<file path="src/rtl/ysyx_24100029_gshare_btb.sv">
// rtl/ysyx_24100029_gshare_btb.sv - direct-mapped BTB plus gshare PHT next-PC predictor
// Optional BPU_STATS_EN adds update/taken statistics counters.
module ysyx_24100029_gshare_btb #(
    parameter int BTB_ENTRIES = 16,
    parameter int PHT_ENTRIES = 64,
    parameter int BHR_WIDTH   = 3
) (
    input  logic        clock,
    input  logic        reset,
    input  logic [31:0] pc,
    output logic [31:0] npc,
    output logic        pred_res,
    input  logic        br_valid,
    input  logic        br_is_taken,
    input  logic [31:0] br_pc,
    input  logic [31:0] br_npc
`ifdef BPU_STATS_EN
    ,
    output logic [31:0] stat_upd,
    output logic [31:0] stat_taken
`endif
);

    localparam int IB    = $clog2(BTB_ENTRIES);
    localparam int IP    = $clog2(PHT_ENTRIES);
    localparam int TAG_W = 30 - IB;

    logic             btb_valid  [BTB_ENTRIES];
    logic [TAG_W-1:0] btb_tag    [BTB_ENTRIES];
    logic [31:0]      btb_target [BTB_ENTRIES];
    logic [1:0]       pht        [PHT_ENTRIES];
    logic [BHR_WIDTH-1:0] bhr;
    logic [BHR_WIDTH-1:0] bhr_next;
    logic [IP-1:0]    bhr_ext;

    logic [IB-1:0]    l_bidx;
    logic [TAG_W-1:0] l_tag;
    logic [IP-1:0]    l_pidx;
    logic             l_hit;

    logic [IB-1:0]    u_bidx;
    logic [TAG_W-1:0] u_tag;
    logic [IP-1:0]    u_pidx;

    logic unused_pc_bits;
    assign unused_pc_bits = &{1'b0, pc[1:0], br_pc[1:0]};

    assign bhr_ext = IP'(bhr);

    generate
        if (BHR_WIDTH == 1) begin : g_bhr_one
            assign bhr_next = br_is_taken;
        end else begin : g_bhr_shift
            assign bhr_next = {bhr[BHR_WIDTH-2:0], br_is_taken};
        end
    endgenerate

    // Lookup reads pre-update state only; no bypass from a same-cycle update.
    assign l_bidx   = pc[2 +: IB];
    assign l_tag    = pc[31:2+IB];
    assign l_pidx   = pc[2 +: IP] ^ bhr_ext;
    assign l_hit    = btb_valid[l_bidx] && (btb_tag[l_bidx] == l_tag);
    assign pred_res = l_hit && pht[l_pidx][1];
    assign npc      = pred_res ? btb_target[l_bidx] : pc + 32'd4;

    assign u_bidx = br_pc[2 +: IB];
    assign u_tag  = br_pc[31:2+IB];
    assign u_pidx = br_pc[2 +: IP] ^ bhr_ext;

    always_ff @(posedge clock or negedge reset) begin
        if (!reset) begin
            for (int i = 0; i < BTB_ENTRIES; i++) begin
                btb_valid[i]  <= 1'b0;
                btb_tag[i]    <= '0;
                btb_target[i] <= '0;
            end
            for (int i = 0; i < PHT_ENTRIES; i++) begin
                pht[i] <= 2'b01;
            end
            bhr <= '0;
        end else if (br_valid) begin
            if (br_is_taken) begin
                if (pht[u_pidx] != 2'b11) begin
                    pht[u_pidx] <= pht[u_pidx] + 2'd1;
                end
                btb_valid[u_bidx]  <= 1'b1;
                btb_tag[u_bidx]    <= u_tag;
                btb_target[u_bidx] <= br_npc;
            end else if (pht[u_pidx] != 2'b00) begin
                pht[u_pidx] <= pht[u_pidx] - 2'd1;
            end
            bhr <= bhr_next;
        end
    end

`ifdef BPU_STATS_EN
    always_ff @(posedge clock or negedge reset) begin
        if (!reset) begin
            stat_upd   <= '0;
            stat_taken <= '0;
        end else if (br_valid) begin
            stat_upd <= stat_upd + 32'd1;
            if (br_is_taken) begin
                stat_taken <= stat_taken + 32'd1;
            end
        end
    end
`endif

endmodule

</file>
<file path="config.mk">
export PLATFORM = sky130hd
export DESIGN_NAME = ysyx_24100029_gshare_btb
export DESIGN_NICKNAME = d
export VERILOG_FILES = /design/src/rtl/ysyx_24100029_gshare_btb.sv
export SDC_FILE = /design/constraint.sdc
export NUM_CORES = 2
export LEC_CHECK = 0
export ABC_AREA = 1
export CAP_MARGIN = 20
export CORE_ASPECT_RATIO = 2
export CORE_MARGIN = 2
export CORE_UTILIZATION = 43
export CTS_BUF_LIST = sky130_fd_sc_hd__clkbuf_8
export CTS_CLUSTER_DIAMETER = 60
export DETAILED_ROUTE_END_ITERATION = 8
export PLACE_DENSITY = 0.65
export REMOVE_ABC_BUFFERS = 1
export SLEW_MARGIN = 20
export SYNTH_ARGS = -nofsm -noshare
export SYNTH_HDL_FRONTEND = slang
export SYNTH_SLANG_ARGS = --single-unit
</file>
<file path="constraint.sdc">
create_clock -name clock -period 4.8 [get_ports clock]
set_input_delay 0.72 -clock clock [delete_from_list [all_inputs] [get_ports clock]]
set_output_delay 0.72 -clock clock [all_outputs]
set_load 0.005 [all_outputs]
</file>
==> run metrics <==
total number of vias 45124; synthesized flop and latch total 1075; Synth Cell Area 51200 sq um; period utilisation layout 0.956; total core area 118000 sq um; post-layout util 0.491; Vias/cell 5.45; die width 248 um; Final Net Count 6704; post-DR wirelength/cell 19.4 um; Post-Synthesis Cells 6623; Static Leak 0.0280 uW; Final Hold Viols 0; Final setup viols 0; Initial Utilization 0.432; Crit Path Max Fanout 20; fin crit period 4.59 ns; later-pin clock latency in the skew report 0.88 ns; Post-Synth Simple-Gate Area 0.232; vias in the first global route 42129; Synth warnings 0; cts bufs inserted 162; maximum vdd drop 0.378 mV; top post-synthesis cells by area dfrtp_1 49%, nand2_1 16%, o21ai_0 13%; CTS tree yes; Yosys top cell area share 0.494; fmax 218 MHz; global placer's final weighted congestion 0.957; die area 122000 sq um; Worst Setup End Kind output pin; # IOs 133; WP data required 4.08 ns; crit start category flop; Non-Filler Instances 8275; Tightest Pin Transition 0.988 ns; Post-DRT Antenna Nets 0; fraction of layout cells with a size suffix above 1 0.0823; root buffer cell clkbuf_8; Residual DRC 0; FP Rows 179; synthesis-to-finish area growth 13.5%; Primary FF master, synth dfrtp_1; Hold WC Path Type reg2reg; largest net degree at the start of global routing 118; Synth Area in Compound Gates 0.163; Final Skew 0.0317 ns; initial antenna violation count 5; sequential area share after synthesis 0.527; Async SR Flop Fraction 1.00; initial DRC count 4177; main combinational cell family by area after synthesis simple AND/OR/NAND/NOR gates; arrival time worst endpoint 3.87 ns; Routed WL 160000 um; Pre-antenna DRT Iters 6; max_slew headroom 0.341; number of port buffers 130; Max-Cap Viols 0; hold_ws 0.450 ns; status finished clean; grt total ovfl 0; PwrDens 423 nW/um^2; Cells after DPL 7972; placed wire-length estimate 94600 um; total track usage 0.264; H-tree Lvls 4; Synth area leader dfrtp_1; Clock Sinks 1075; XOR/XNOR Fraction of Synth Area 0.00581; clk slew on worst S/H paths 0.07 ns; Cell variety after synth 45; area share of fa/ha/maj cells after synthesis 0.000733; CP Class reg2out; Die H 492 um; CTS Buffer Depth 3; portion of netlist area occupied by mux cells 0.000220; Max Transition Viols Final 0; Post-synth EDFFs 0; global-route wire length before repair 250000 um; syn_area_per_cell 7.74 sq um; total power 24600 uW
## area by class of cell
class                           count  area (sq um)
Fill cell                       11496         60300
Clock buffer                      215          2960
Clock inverter                     83           549
Tap cell                         1538          1920
Multi-Input combinational cell   4627         20800
Antenna cell                        2          5.00
Inverter                          423          1620
Timing Repair Buffer              312          3330
Sequential cell                  1075         27000
## cells by family (layout without fill, tap and decap cells)
kind of cell / after synthesis / in the layout
muxes: 1 / 1
buffers and inverters: 921 / 1033
DFF: 1075 / 1075
xor gates and xnor gates: 34 / 34
adders and majority gates: 3 / 3
AOI/OAI and AO/OA: 1572 / 1572
and+or+nand+nor: 3017 / 3017
other: 0 / 2
## cell usage in the layout (no fill, tap or decap), types with 4 or more instances in the layout
cell type | Yosys | final
clkdlybuf4s50_1 | 0 | 124
nand2_4 | 0 | 14
o221ai_1 | 51 | 51
o31ai_1 | 6 | 6
nor2_2 | 2 | 4
dfrtp_1 | 1011 | 1011
nand4_1 | 8 | 8
dfstp_2 | 64 | 64
clkbuf_8 | 0 | 215
o211ai_1 | 35 | 35
clkinvlp_4 | 0 | 4
xor2_1 | 28 | 28
nand3_1 | 335 | 328
xnor2_1 | 6 | 6
buf_12 | 0 | 48
nand3_4 | 0 | 4
o21ai_1 | 21 | 19
nor2_1 | 506 | 503
o22ai_1 | 120 | 120
clkinv_2 | 0 | 24
bufinv_16 | 0 | 6
inv_8 | 0 | 5
a21oi_1 | 19 | 19
nor3_1 | 24 | 24
inv_1 | 416 | 459
nand3_2 | 2 | 5
nand2_1 | 2126 | 2109
o21ai_0 | 1313 | 1312
nand2_2 | 1 | 4
buf_4 | 28 | 130
## per-layer routing
layer,vias to the layer above,global-route usage,part of all wire
li1,21426,-,-
met1,21626,0.373,0.44
met2,1728,0.407,0.45
met3,338,0.0475,0.080
met4,6,0.0977,0.036
met5,-,0,0.00026
## where the power goes
part           switching [uW]  leakage [uW]  internal (uW)
Combinational            2790        0.0123           1680
Sequential                994        0.0137          11000
Clock                    3770       0.00199           4340
Total                    7560        0.0280          17000
## cells in the mapped netlist, drive strengths merged, types with 28 or more instances
library cell,n
o211ai,35
buf,121
dfstp,64
inv,421
dfrtp,1011
o22ai,120
o21ai,1334
nor2,509
o221ai,51
clkbuf,377
nand2,2127
nand3,337
xor2,28
## repair_timing
item | CTS | global route
setup endpoints to repair | 12 | 30
cloned | 0 | 2
buffers inserted | 0 | 0
gates resized for setup | 5 | 16
hold endpoints to repair | 72 | 0
hold buffers | 1 | 0
## per-stage QoR
| step | worst slack, ns | setup TNS, ns | instance area [sq um] |
|---|---|---|---|
| global placement | 0.114 | 0 | 54500 |
| global route | -0.0194 | -0.100 | 58100 |
| floorplan | -0.928 | -71.15 | 49100 |
| detailed placement | 0.121 | 0 | 54500 |
| finish | 0.210 | 0 | 58100 |
| CTS | 0.0198 | 0 | 58000 |
## final timing paths
check,from,to,slack (ns),depth (start not counted)
setup / recovery,bhr[0]$_DFFE_PN0P_,npc[5],0.21,19
hold reg to reg,btb_valid[0]$_DFFE_PN0P_,btb_valid[0]$_DFFE_PN0P_,0.45,2
max in group asynchronous,reset,btb_target[60]$_DFFE_PN0P_,3.02,3
hold / removal,btb_valid[0]$_DFFE_PN0P_,btb_valid[0]$_DFFE_PN0P_,0.45,2
min in group asynchronous,reset,btb_tag[129]$_DFFE_PN0P_,0.55,2
setup reg to reg,bhr[0]$_DFFE_PN0P_,pht[91]$_DFFE_PN0P_,1.14,21
## worst max-delay path: stages, from the launching register on
cell and delay, ns:
dfrtp_1 0.41, inv_2 0.10, nand2_1 0.09, nand2_4 0.12, buf_12 0.17, nand2_1 0.06, nand3_1 0.08, nand3_1 0.09
nand3_2 0.12, nand2_2 0.12, nand2_1 0.10, nand2_1 0.11, nor2_2 0.14, nand3_2 0.12, nor2_4 0.15, buf_12 0.18
buf_12 0.15, nand2_1 0.06, o21ai_1 0.07, clkdlybuf4s50_1 0.51
## registers in the layout, indices dropped and copies added, names as in the netlist, named ones only
| name | count |
|---|---|
| btb_tag | 416 |
| pht | 64 |
| bhr | 3 |
| btb_valid | 16 |
| btb_target | 512 |
Note: power is estimated with default switching activity, not from simulation.
